--- config.mk ---
export PLATFORM = sky130hd
export DESIGN_NAME = async_mem_master
export DESIGN_NICKNAME = d
export VERILOG_FILES = /design/src/rtl/async_mem_master.sv
export SDC_FILE = /design/constraint.sdc
export NUM_CORES = 1
export LEC_CHECK = 0
export ABC_AREA = 1
export CAP_MARGIN = 20
export CORE_MARGIN = 2
export CORE_UTILIZATION = 40
export DETAILED_ROUTE_END_ITERATION = 12
export DONT_BUFFER_PORTS = 1
export SYNTH_ARGS = -nofsm -noshare
export SYNTH_HDL_FRONTEND = slang
export SYNTH_SLANG_ARGS = --single-unit
--- constraint.sdc ---
create_clock -name sys_clk -period 3.9 [get_ports sys_clk]
set_clock_uncertainty 0.15 [all_clocks]
set_input_delay 0.78 -clock sys_clk [delete_from_list [all_inputs] [get_ports sys_clk]]
set_output_delay 0.78 -clock sys_clk [all_outputs]
set_load 0.03 [all_outputs]
--- src/rtl/async_mem_master.sv ---
// Wishbone slave that splits 32-bit bus cycles into timed 16-bit asynchronous
// memory cycles and drives the shared-bus switch's ownership/direction inputs.
module async_mem_master #(
    parameter int adr_width = 23,
    parameter int rd_wait   = 6,
    parameter int wr_wait   = 6
) (
    input  logic                 sys_clk,
    input  logic                 sys_rst_n,
    input  logic [31:0]          wb_adr_i,
    input  logic [31:0]          wb_dat_i,
    output logic [31:0]          wb_dat_o,
    input  logic [3:0]           wb_sel_i,
    input  logic                 wb_we_i,
    input  logic                 wb_stb_i,
    input  logic                 wb_cyc_i,
    output logic                 wb_ack_o,
    output logic [adr_width-1:0] mem_adr,
    output logic                 mem_ce,
    output logic                 mem_oe,
    output logic [15:0]          mem_do,
    input  logic [15:0]          mem_di,
    output logic                 mem_ce_n,
    output logic                 mem_oe_n,
    output logic                 mem_we_n,
    output logic                 mem_ub_n,
    output logic                 mem_lb_n
);

    typedef enum logic [2:0] {
        S_IDLE   = 3'd0,
        S_SETUP  = 3'd1,
        S_ACCESS = 3'd2,
        S_HOLD   = 3'd3,
        S_ACK    = 3'd4
    } state_t;

    localparam logic [3:0] RD_CNT = 4'(rd_wait - 1);
    localparam logic [3:0] WR_CNT = 4'(wr_wait - 1);

    state_t                r_state;
    state_t                w_state_nxt;
    logic                  r_we;
    logic                  w_we_nxt;
    logic [adr_width-2:0]  r_word;
    logic [adr_width-2:0]  w_word_nxt;
    logic [31:0]           r_dat;
    logic [31:0]           w_dat_nxt;
    logic [3:0]            r_sel;
    logic [3:0]            w_sel_nxt;
    logic                  r_half;
    logic                  w_half_nxt;
    logic                  r_need1;
    logic                  w_need1_nxt;
    logic                  r_abort;
    logic                  w_abort_nxt;
    logic [3:0]            r_cnt;
    logic [3:0]            w_cnt_nxt;

    logic                  w_need_hi;
    logic                  w_need_lo;
    logic                  w_busy_nxt;
    logic                  w_ack_nxt;
    logic                  w_ce_nxt;
    logic                  w_oe_nxt;
    logic [15:0]           w_do_nxt;
    logic [adr_width-1:0]  w_adr_nxt;
    logic                  w_ce_n_nxt;
    logic                  w_oe_n_nxt;
    logic                  w_we_n_nxt;
    logic                  w_ub_n_nxt;
    logic                  w_lb_n_nxt;
    logic                  w_unused;

    assign w_unused  = ^{wb_adr_i[31:adr_width+1], wb_adr_i[1:0]};
    assign w_need_hi = !wb_we_i || (|wb_sel_i[3:2]);
    assign w_need_lo = !wb_we_i || (|wb_sel_i[1:0]);

    always_ff @(posedge sys_clk or negedge sys_rst_n) begin
        if (!sys_rst_n) begin
            r_state  <= S_IDLE;
            r_half   <= 1'b0;
            r_need1  <= 1'b0;
            r_abort  <= 1'b0;
            r_cnt    <= 4'd0;
            wb_ack_o <= 1'b0;
            wb_dat_o <= 32'd0;
            mem_adr  <= '0;
            mem_do   <= 16'd0;
            mem_ce   <= 1'b0;
            mem_oe   <= 1'b0;
            mem_ce_n <= 1'b1;
            mem_oe_n <= 1'b1;
            mem_we_n <= 1'b1;
            mem_ub_n <= 1'b1;
            mem_lb_n <= 1'b1;
        end else begin
            r_state  <= w_state_nxt;
            r_half   <= w_half_nxt;
            r_need1  <= w_need1_nxt;
            r_abort  <= w_abort_nxt;
            r_cnt    <= w_cnt_nxt;
            wb_ack_o <= w_ack_nxt;
            mem_adr  <= w_adr_nxt;
            mem_do   <= w_do_nxt;
            mem_ce   <= w_ce_nxt;
            mem_oe   <= w_oe_nxt;
            mem_ce_n <= w_ce_n_nxt;
            mem_oe_n <= w_oe_n_nxt;
            mem_we_n <= w_we_n_nxt;
            mem_ub_n <= w_ub_n_nxt;
            mem_lb_n <= w_lb_n_nxt;
            // Sample the memory while oe_n is still low in the last access cycle.
            if (r_state == S_ACCESS && r_cnt == 4'd0 && !r_we) begin
                if (r_half) begin
                    wb_dat_o[15:0] <= mem_di;
                end else begin
                    wb_dat_o[31:16] <= mem_di;
                end
            end
        end
    end

    always_ff @(posedge sys_clk) begin
        r_we   <= w_we_nxt;
        r_word <= w_word_nxt;
        r_dat  <= w_dat_nxt;
        r_sel  <= w_sel_nxt;
    end

    always_comb begin
        w_state_nxt = r_state;
        w_we_nxt    = r_we;
        w_word_nxt  = r_word;
        w_dat_nxt   = r_dat;
        w_sel_nxt   = r_sel;
        w_half_nxt  = r_half;
        w_need1_nxt = r_need1;
        w_abort_nxt = r_abort;
        w_cnt_nxt   = r_cnt;
        case (r_state)
            S_IDLE: begin
                if (wb_cyc_i && wb_stb_i && !wb_ack_o) begin
                    w_we_nxt    = wb_we_i;
                    w_word_nxt  = wb_adr_i[adr_width:2];
                    w_dat_nxt   = wb_dat_i;
                    w_sel_nxt   = wb_sel_i;
                    w_abort_nxt = 1'b0;
                    w_half_nxt  = !w_need_hi;
                    w_need1_nxt = w_need_hi && w_need_lo;
                    w_state_nxt = (w_need_hi || w_need_lo) ? S_SETUP : S_ACK;
                end
            end
            S_SETUP: begin
                w_cnt_nxt   = r_we ? WR_CNT : RD_CNT;
                w_abort_nxt = r_abort || !wb_cyc_i;
                w_state_nxt = S_ACCESS;
            end
            S_ACCESS: begin
                w_abort_nxt = r_abort || !wb_cyc_i;
                if (r_cnt == 4'd0) begin
                    w_state_nxt = S_HOLD;
                end else begin
                    w_cnt_nxt = r_cnt - 4'd1;
                end
            end
            S_HOLD: begin
                // An abandoned cycle still finishes the current half before releasing the bus.
                if (r_abort || !wb_cyc_i) begin
                    w_state_nxt = S_IDLE;
                end else if (r_need1) begin
                    w_half_nxt  = 1'b1;
                    w_need1_nxt = 1'b0;
                    w_state_nxt = S_SETUP;
                end else begin
                    w_state_nxt = S_ACK;
                end
            end
            S_ACK:   w_state_nxt = S_IDLE;
            default: w_state_nxt = S_IDLE;
        endcase
    end

    assign w_busy_nxt = (w_state_nxt == S_SETUP) || (w_state_nxt == S_ACCESS) ||
                        (w_state_nxt == S_HOLD);

    always_comb begin
        w_ack_nxt  = (w_state_nxt == S_ACK);
        w_ce_nxt   = 1'b0;
        w_oe_nxt   = 1'b0;
        w_do_nxt   = mem_do;
        w_adr_nxt  = mem_adr;
        w_ce_n_nxt = 1'b1;
        w_oe_n_nxt = 1'b1;
        w_we_n_nxt = 1'b1;
        w_ub_n_nxt = 1'b1;
        w_lb_n_nxt = 1'b1;
        if (w_busy_nxt) begin
            w_ce_nxt   = 1'b1;
            w_ce_n_nxt = 1'b0;
            w_oe_nxt   = w_we_nxt;
            w_adr_nxt  = {w_word_nxt, w_half_nxt};
            if (w_we_nxt) begin
                w_do_nxt   = w_half_nxt ? w_dat_nxt[15:0] : w_dat_nxt[31:16];
                w_ub_n_nxt = w_half_nxt ? !w_sel_nxt[1] : !w_sel_nxt[3];
                w_lb_n_nxt = w_half_nxt ? !w_sel_nxt[0] : !w_sel_nxt[2];
            end else begin
                w_ub_n_nxt = 1'b0;
                w_lb_n_nxt = 1'b0;
            end
            if (w_state_nxt == S_ACCESS) begin
                w_oe_n_nxt = w_we_nxt;
                w_we_n_nxt = !w_we_nxt;
            end
        end
    end

endmodule
* After elaboration in Yosys (flattened, before gate mapping)
Cells that the tools add are included.
** Storage, ports and cells
- Bits in registers :: 148
- Bits in latches :: 0
- Memory bits (writable) :: 0
- Memory bits (read-only) :: 0
- Logic and storage cells :: 107
- Memories :: 0
** Cells by class
- $add $sub $neg :: 1
- Multiply operators :: 0
- Divide/modulo/power cells :: 0
- $lt $le $gt $ge :: 0
- Equal/unequal tests :: 10
- Shift operators :: 0
- Muxes and demuxes :: 39
- Bitwise operators :: 1
- Reductions and logical operators :: 35
** Operators with widths (count)
- 32-bit two-way mux :: 2
- 22-bit two-way mux :: 2
- 1-bit two-way mux :: 21
- 16-bit two-way mux :: 1
- 3-bit two-way mux :: 5
- 3-bit by 2-bit equality test with 1-bit output, second input constant :: 4
- 4-bit two-way mux :: 3
- 3-bit one-hot mux with 4 select lines :: 1
- 1-bit zero test :: 10
- 2-bit AND reduction :: 5
- 4-bit one-hot mux with 2 select lines :: 1
- 3-bit by 1-bit equality test with 1-bit output, second input constant :: 2
- 1-bit logical OR :: 6
- 2-bit != test, second input constant :: 3
- 1-bit one-hot mux with 2 select lines :: 3
- 2-bit nonzero test :: 3
- 2-bit OR reduction :: 3
- 1-bit logical AND :: 5
- 4-bit zero test :: 1
- 4-bit by 1-bit subtractor with 4-bit output, second input constant :: 1
- 3-bit equality test, second input constant :: 1
- 3-bit zero test :: 1
- 3-bit AND reduction :: 1
- 1-bit inverter :: 1

* Longest topological paths before layout
- Depth after elaboration :: 10
- Depth in mapped cells :: 11
- Gate-level depth less buffers :: 10

* Worst setup path after synthesis
Ideal clock, no wire load.
- Kind :: in2reg
- From :: input wb_stb_i
- To :: register mem_do[0]
- Library setup time :: 117 ps
- Arrival time :: 1691 ps
- Setup slack :: 1941 ps
- Stages :: 8
- Cells stage by stage :: nand3_2 > nor2_8 > inv_2 > buf_4 > o21ai_0 > nand2_1 > nand3_1 > nand2_1
** On the way
- Cells in the longest elaborated chain, start to end :: 8
- Elaborated cells between the ends (all ways) :: 17
- Classes of those cells :: eq/ne (3); mux (9); reduce/logical (5)
** Ends and longest elaborated chain
- from (decl) :: RTL line 15 : input logic wb_stb_i,
- 1-bit logical AND * (2 in series) :: RTL line 143 : if (wb_cyc_i && wb_stb_i && !wb_ack_o) begin
- 3-bit two-way mux :: RTL line 143
- 3-bit one-hot mux with 4 select lines :: RTL line 141 : case (r_state)
- 3-bit by 1-bit equality test with 1-bit output or 3-bit by 2-bit equality test with 1-bit output (tied branches) :: RTL line 184 : assign w_busy_nxt = (w_state_nxt == S_SETUP) || (w_state_nxt == S_ACCESS) ||
- 1-bit logical OR (2 in series) :: RTL line 184
- 2-bit AND reduction (no source line)
- to (signal assigned) :: RTL line 105 : mem_do <= w_do_nxt;
- to (decl) :: RTL line 21 : output logic [15:0] mem_do,
Every way passes the cells marked *; elsewhere a longest branch is shown, timed or not.
A chain may end at the register's enable or synchronous reset.

* Final worst setup path
- From :: register wb_ack_o
- To :: register mem_do[6]
** On the way
- Cells in the longest elaborated chain, start to end :: 8
- Elaborated cells between the ends (all ways) :: 17
- Classes of those cells :: eq/ne (3); mux (9); reduce/logical (5)
** Ends and longest elaborated chain
- from (decl) :: RTL line 17 : output logic wb_ack_o,
- from (signal assigned) :: RTL line 103 : wb_ack_o <= w_ack_nxt;
- 1-bit zero test * :: RTL line 143
- 1-bit logical AND * :: RTL line 143
- 3-bit two-way mux :: RTL line 143
- 3-bit one-hot mux with 4 select lines :: RTL line 141
- 3-bit by 1-bit equality test with 1-bit output or 3-bit by 2-bit equality test with 1-bit output (tied branches) :: RTL line 184
- 1-bit logical OR (2 in series) :: RTL line 184
- 2-bit AND reduction (no source line)
Marks and branches as above.

==> metrics <==
status=completed; area used by multi-input combinational logic=1910 µm²; CTS Buffer Depth=2; Pwr Total=7140 µW; Initial Util=between 40% and 50%; row cnt=between 40 and 50; final period utilization=approximately 68%; r2r setup slk=roughly 1200 ps; post-route cell area=approximately 6600 µm²; post-synth top area cell=dfrtp_1; IO Port Bufs=0; CTS sink cnt=148; CP Max Fanout=40; Synth top cells by count=192 x nand2_1, 84 x dfrtp_1, 79 x inv_1; Post-synth ARST share=between 60% and 70%; drt first-iter violations=203; total routed wirelength=13.3 mm; VDD IR max=480 µV; WP data required=4110 ps; postcts setup bufs=0; GR Overflow Total=0; RSZ-0062 raised after global routing=false; DR pass1 iterations=4; Synth cell types=34; ys flop type=dfrtp_1; final worst setup slack=about 1200 ps; Final Hold Fails=0; Synth Cell Area=5850 µm²; actual slew at the worst max-slew pin=around 900 ps; Mapped Nets=between 700 and 800; hpwl dp=between 8 and 9 mm; CTS Buf Count=17; number of global-route vias before repair=approximately 4300; Synth top area share=a little over a third; most frequent cell after synthesis=nand2_1; Top Usage Layer GRT=met2; PwrDens=1080 nW/µm²; TNS Setup=0 ps; Setup WS pre-CTS=1010 ps; grt met2 use=between 20% and 30%; Static Leak=around 0.0032 µW; GRT Util Overall=17.6%; ranking of synthesized cells by area=dfrtp_1 36%, dfxtp_1 20%, nand2_1 12%, inv_1 5.1%, o21ai_0 4.9%; cells after synthesis=between 600 and 700; routing usage on met3=about 5.3%; Syn. warnings=0; die area=approximately 16000 µm²; Worst slew margin=a little under two fifths; post-synthesis average cell area=between 8 and 9 µm²; initial antenna violation count=0; H-tree lvl count=4; diode count=0; total core area=14400 µm²; Post-route DRC=0; endpoints failing setup=0; first-pass GRT wire length=about 22 mm; Worst-path clk slew=60 ps; Via Count=between 4000 and 5000; fmax=approximately 380 MHz; Crit path arrival time=about 2900 ps; CTS tree=built; Placement Cell Area=5910 µm²; kind of critical path=reg2reg; DRT antenna net count=0; Worst setup EP type=flip-flop; Tmin final=2660 ps; vias per inst=4.97; global placement routability congestion=between 0.7 and 0.8; Die W=125 µm; Layout fillers=1388; wire length per cell=between 15 and 20 µm; Top Ports=168; number of max-slew violations in the final report=0; Hold Path Class=in2async; layout overhead on the synthesized area=12.4%; Clock Latency Late Sink=420 ps; CTS Root Cell=clkbuf_16; Max-Cap Viols=0; Seq. cell area=approximately 3400 µm²; largest net degree at the start of global routing=between 80 and 90; Seq cells post-synth=148; M1 GR Usage=between 20% and 30%; Post-synth EDFFs=0; Die Y=about 120 µm; layout cells sized above 1=between 10 and 15%; crit start category=flip-flop; fin nets=748; post-synthesis sequential area ratio=roughly 58%
cell type report:
cell class / count / share of cell area (%)
clock buffer: 21 / 6.85
clock inverter: 11 / 2.34
inverter: 85 / 4.89
multi-input combinational: 399 / 29.0
sequential: 148 / 51.9
tap: 184 / 3.50
timing repair buffer: 7 / 1.48
critical path, stage by stage, from the launching register on:
cell     delay [ps]
dfrtp_1         500
inv_1           120
nand3_2         160
nor2_8          460
nand2_2         120
nand3_2         370
nand2_4         260
inv_4           260
nand3_1         120
nand2_1          70
logic make-up (layout without fill, tap and decap cells):
family / after synthesis / after routing / synth area share, %
AOI/OAI and AO/OA: 101 / 101 / 10.2
buffers and inverters: 114 / 124 / 9.02
adders and majority gates: 1 / 1 / 0.214
and+or+nand+nor: 297 / 297 / 22.2
DFF: 148 / 148 / 58.3
per-stage QoR:
stage,hold slack [ps],util [%],cells
6_report,54.2,45.6,855
5_1_grt,27.9,45.6,855
4_1_cts,30.9,45.3,853
3_5_place_dp,280,41.0,820
3_3_place_gp,274,41.0,820
2_1_floorplan,264,-,661
layout by cell type (no fill, tap or decap), types with 6 or more instances in the layout:
| master | n |
|---|---|
| a31oi_1 | 22 |
| clkbuf_16 | 18 |
| dfrtp_1 | 84 |
| dfxtp_1 | 59 |
| inv_1 | 79 |
| nand2_1 | 192 |
| nand3_1 | 46 |
| nor2_1 | 28 |
| o21ai_0 | 57 |
| o21ai_2 | 11 |
| or2_1 | 10 |
| or2_2 | 6 |
state kept, by name (all words and copies together), names as in the netlist, 3 cells and up:
| signal | flops |
|---|---|
| mem_adr | 23 |
| wb_dat_o | 32 |
| r_cnt | 4 |
| r_dat | 32 |
| r_state | 3 |
| r_sel | 4 |
| r_word | 22 |
| mem_do | 16 |
layer usage:
layer / part of all wire [%] / up-vias
met1: 43 / 2009
li1: - / 2086
met4: 2.3 / 0
met3: 6.0 / 21
met2: 49 / 132
met5: 0 / -
report_power, final:
group          internal (µW)  leakage (µW)  total, µW  switching, µW
clock network           1030      0.000287       1670            641
registers               2330       0.00152       3530           1210
logic                    681       0.00142       1930           1250
final timing paths:
| kind | start | to | depth (start not counted) |
|---|---|---|---|
| worst max-delay path | wb_ack_o | mem_do[6] | 9 |
| max in group asynchronous | sys_rst_n | mem_adr[16] | 1 |
| worst min-delay path | sys_rst_n | mem_lb_n | 0 |
| worst max register to register | wb_ack_o | mem_do[6] | 9 |
| min in group sys_clk | r_word[21] | r_word[21] | 2 |
| worst min register to register | r_word[21] | r_word[21] | 2 |
what timing repair did:
action,CTS,global route
hold endpoints to repair,84,0
gates resized for setup,0,0
hold buffers,1,0
Power figures use the tool's default switching activity.
==> variant: new RTL, config.mk and constraints unchanged <==
Change the parameter `wr_wait` from 6 to 4.
--- a/src/rtl/async_mem_master.sv
+++ b/src/rtl/async_mem_master.sv
@@ -3,7 +3,7 @@
 module async_mem_master #(
     parameter int adr_width = 23,
     parameter int rd_wait   = 6,
-    parameter int wr_wait   = 6
+    parameter int wr_wait   = 4
 ) (
     input  logic                 sys_clk,
     input  logic                 sys_rst_n,
Function: changed (Yosys sat finds a counterexample within 10 cycles, from zero or initial values and one cycle with sys_rst_n low).
==> variant against the unedited design <==
Routed wire length is 0.41% higher. Worst hold slack got worse by 0.0040 ns. Final area is 1.0% lower. Setup slack gained 0.014 ns. Utilization increased by 0.93 points. Synthesized cell count increased by 0.76%. Fmax is 0.53% higher. Cell count up 0.23%. Synthesized area fell by 1.5%. Sequential cell count did not move. Sequential power about the same. Total power fell by 0.26%. Largest cell class unchanged. Highest routed layer unchanged.
==> variant: results (changes against the unedited design) <==
================================================================================
Ratio of cells with drive above 1 in the final layout                     11.23%   +0.049 points
Commonest cells in the netlist                                      nand2_1 (197), dfrtp_1 (84), inv_1 (80), o21ai_0 (67), dfxtp_1 (59)
Synth cell types                                                              31   -8.8%
Adder-cell share of the synthesized area                                 0.2171%   +0.0033 points
Worst Reg2Reg Path Length in Cells                                            10   +1
Worst hold path type                                                primary input to async pin
Crit path arrival time                                                   2.85 ns   -0.02 ns
Post-CTS Resized                                                               0   unchanged
Post-detail-place hpwl                                                  8.807 mm   +1.0%
Via-to-Cell Ratio                                                          5.041   +1.5%
Total global-route track usage                                            18.00%   +0.42 points
Number of global-route vias before repair                                   4122   -3.4%
Net Switching                                                           3.117 mW   +0.44%
Worst voltage drop across the vdd grid                                 0.4731 mV   -1.4%
Number of antenna violations at the first check in global routing              0   unchanged
Mapped Nets                                                                  756   +0.67%
Total of fill cells in the finished design                                  1391   +0.22%
Sequential share of the synthesized area                                  59.25%   +0.91 points
Measured slew at the worst slew-check pin                               1.048 ns   +0.1218 ns
Post-synthesis share of cell area spent on xor and xnor gates            0.1520%   +0.15 points
Final-stage net count                                                        754   +0.80%
Top cells by area, synth                                            dfrtp_1 (36%), dfxtp_1 (20%), nand2_1 (13%)
Final GP Congestion                                                       0.8004   +0.97%
Number of DRC violations after detailed-routing iteration 0                  251   +24%
Capturing point of the worst reg2reg path                           mem_do[4]$_DFFE_PN0P_
Port buffer count                                                              0   unchanged
Clk pin slew, worst setup/hold paths                                     0.06 ns   about the same
DR pass1 iterations                                                            4   unchanged
First-pass GRT wire length                                              20.78 mm   -4.0%
Static leakage                                                          3.247 nW   +0.88%
Routed WL per cell                                                      15.63 um   +0.18%
Registers with the most flip-flops                                  r_dat x32, wb_dat_o x32, mem_adr x23
Synth Area in Compound Gates                                              9.618%   -0.62 points
Peak fanout along the critical path                                           32   -20%
Yosys warnings                                                                 0   unchanged
Total clock network power                                                1.59 mW   -5%
Status                                                              finished clean
================================================================================
variant: cell count changes after synthesis, moves of 3 or more:
| cell | before | now |
|---|---|---|
| buf_2 | 9 | 14 |
| buf_6 | 10 | 4 |
| clkbuf_1 | 7 | 10 |
| nand2_1 | 192 | 197 |
| nor2_2 | 0 | 4 |
| o21ai_0 | 57 | 67 |
| o21ai_2 | 11 | 1 |
| or2_1 | 10 | 0 |
| or2_2 | 6 | 17 |
variant: final cells by class:
type / count / share of cell area, %
Clock buffer: 23 / 7.361
Tap cell: 180 / 3.460
Sequential cell: 148 / 52.45
Multi-Input combinational cell: 405 / 28.77
Inverter: 84 / 4.882
Timing Repair Buffer: 8 / 1.499
Clock inverter: 9 / 1.576
variant: stage by stage:
step | hold slack, ns | setup slack, ns | util (%) | cells | instance area [sq um]
after floorplan | 0.2641 | 1.978 | - | 666 | 5763
after global placement | 0.2742 | 1.059 | 42.00 | 823 | 5876
after detailed placement | 0.2785 | 1.033 | 42.00 | 823 | 5876
after CTS | 0.03321 | 1.200 | 46.36 | 856 | 6485
after global routing | 0.02472 | 0.9873 | 46.54 | 857 | 6510
final | 0.05027 | 1.251 | 46.54 | 857 | 6510
variant: worst max-delay path, stage by stage, from the launching register on:
cell	delay, ns
dfrtp_1	0.50
inv_1	0.11
nand3_2	0.13
nor2_4	0.31
buf_4	0.40
nand2_1	0.11
o21ai_2	0.18
nand2_4	0.23
inv_4	0.26
nand3_1	0.12
nand2_1	0.07
variant: layer usage:
metal	wire (um)	track usage (%)	share of wire [%]
met5	0	0	0
met4	306	8.287	2.3
met3	1104	6.868	8.2
met2	6495	28.54	48
met1	5490	21.69	41
variant: repair_timing:
item,in CTS,in global routing
endpoints found under the hold margin,84,0
hold buffers,1,0
setup buffers,0,0
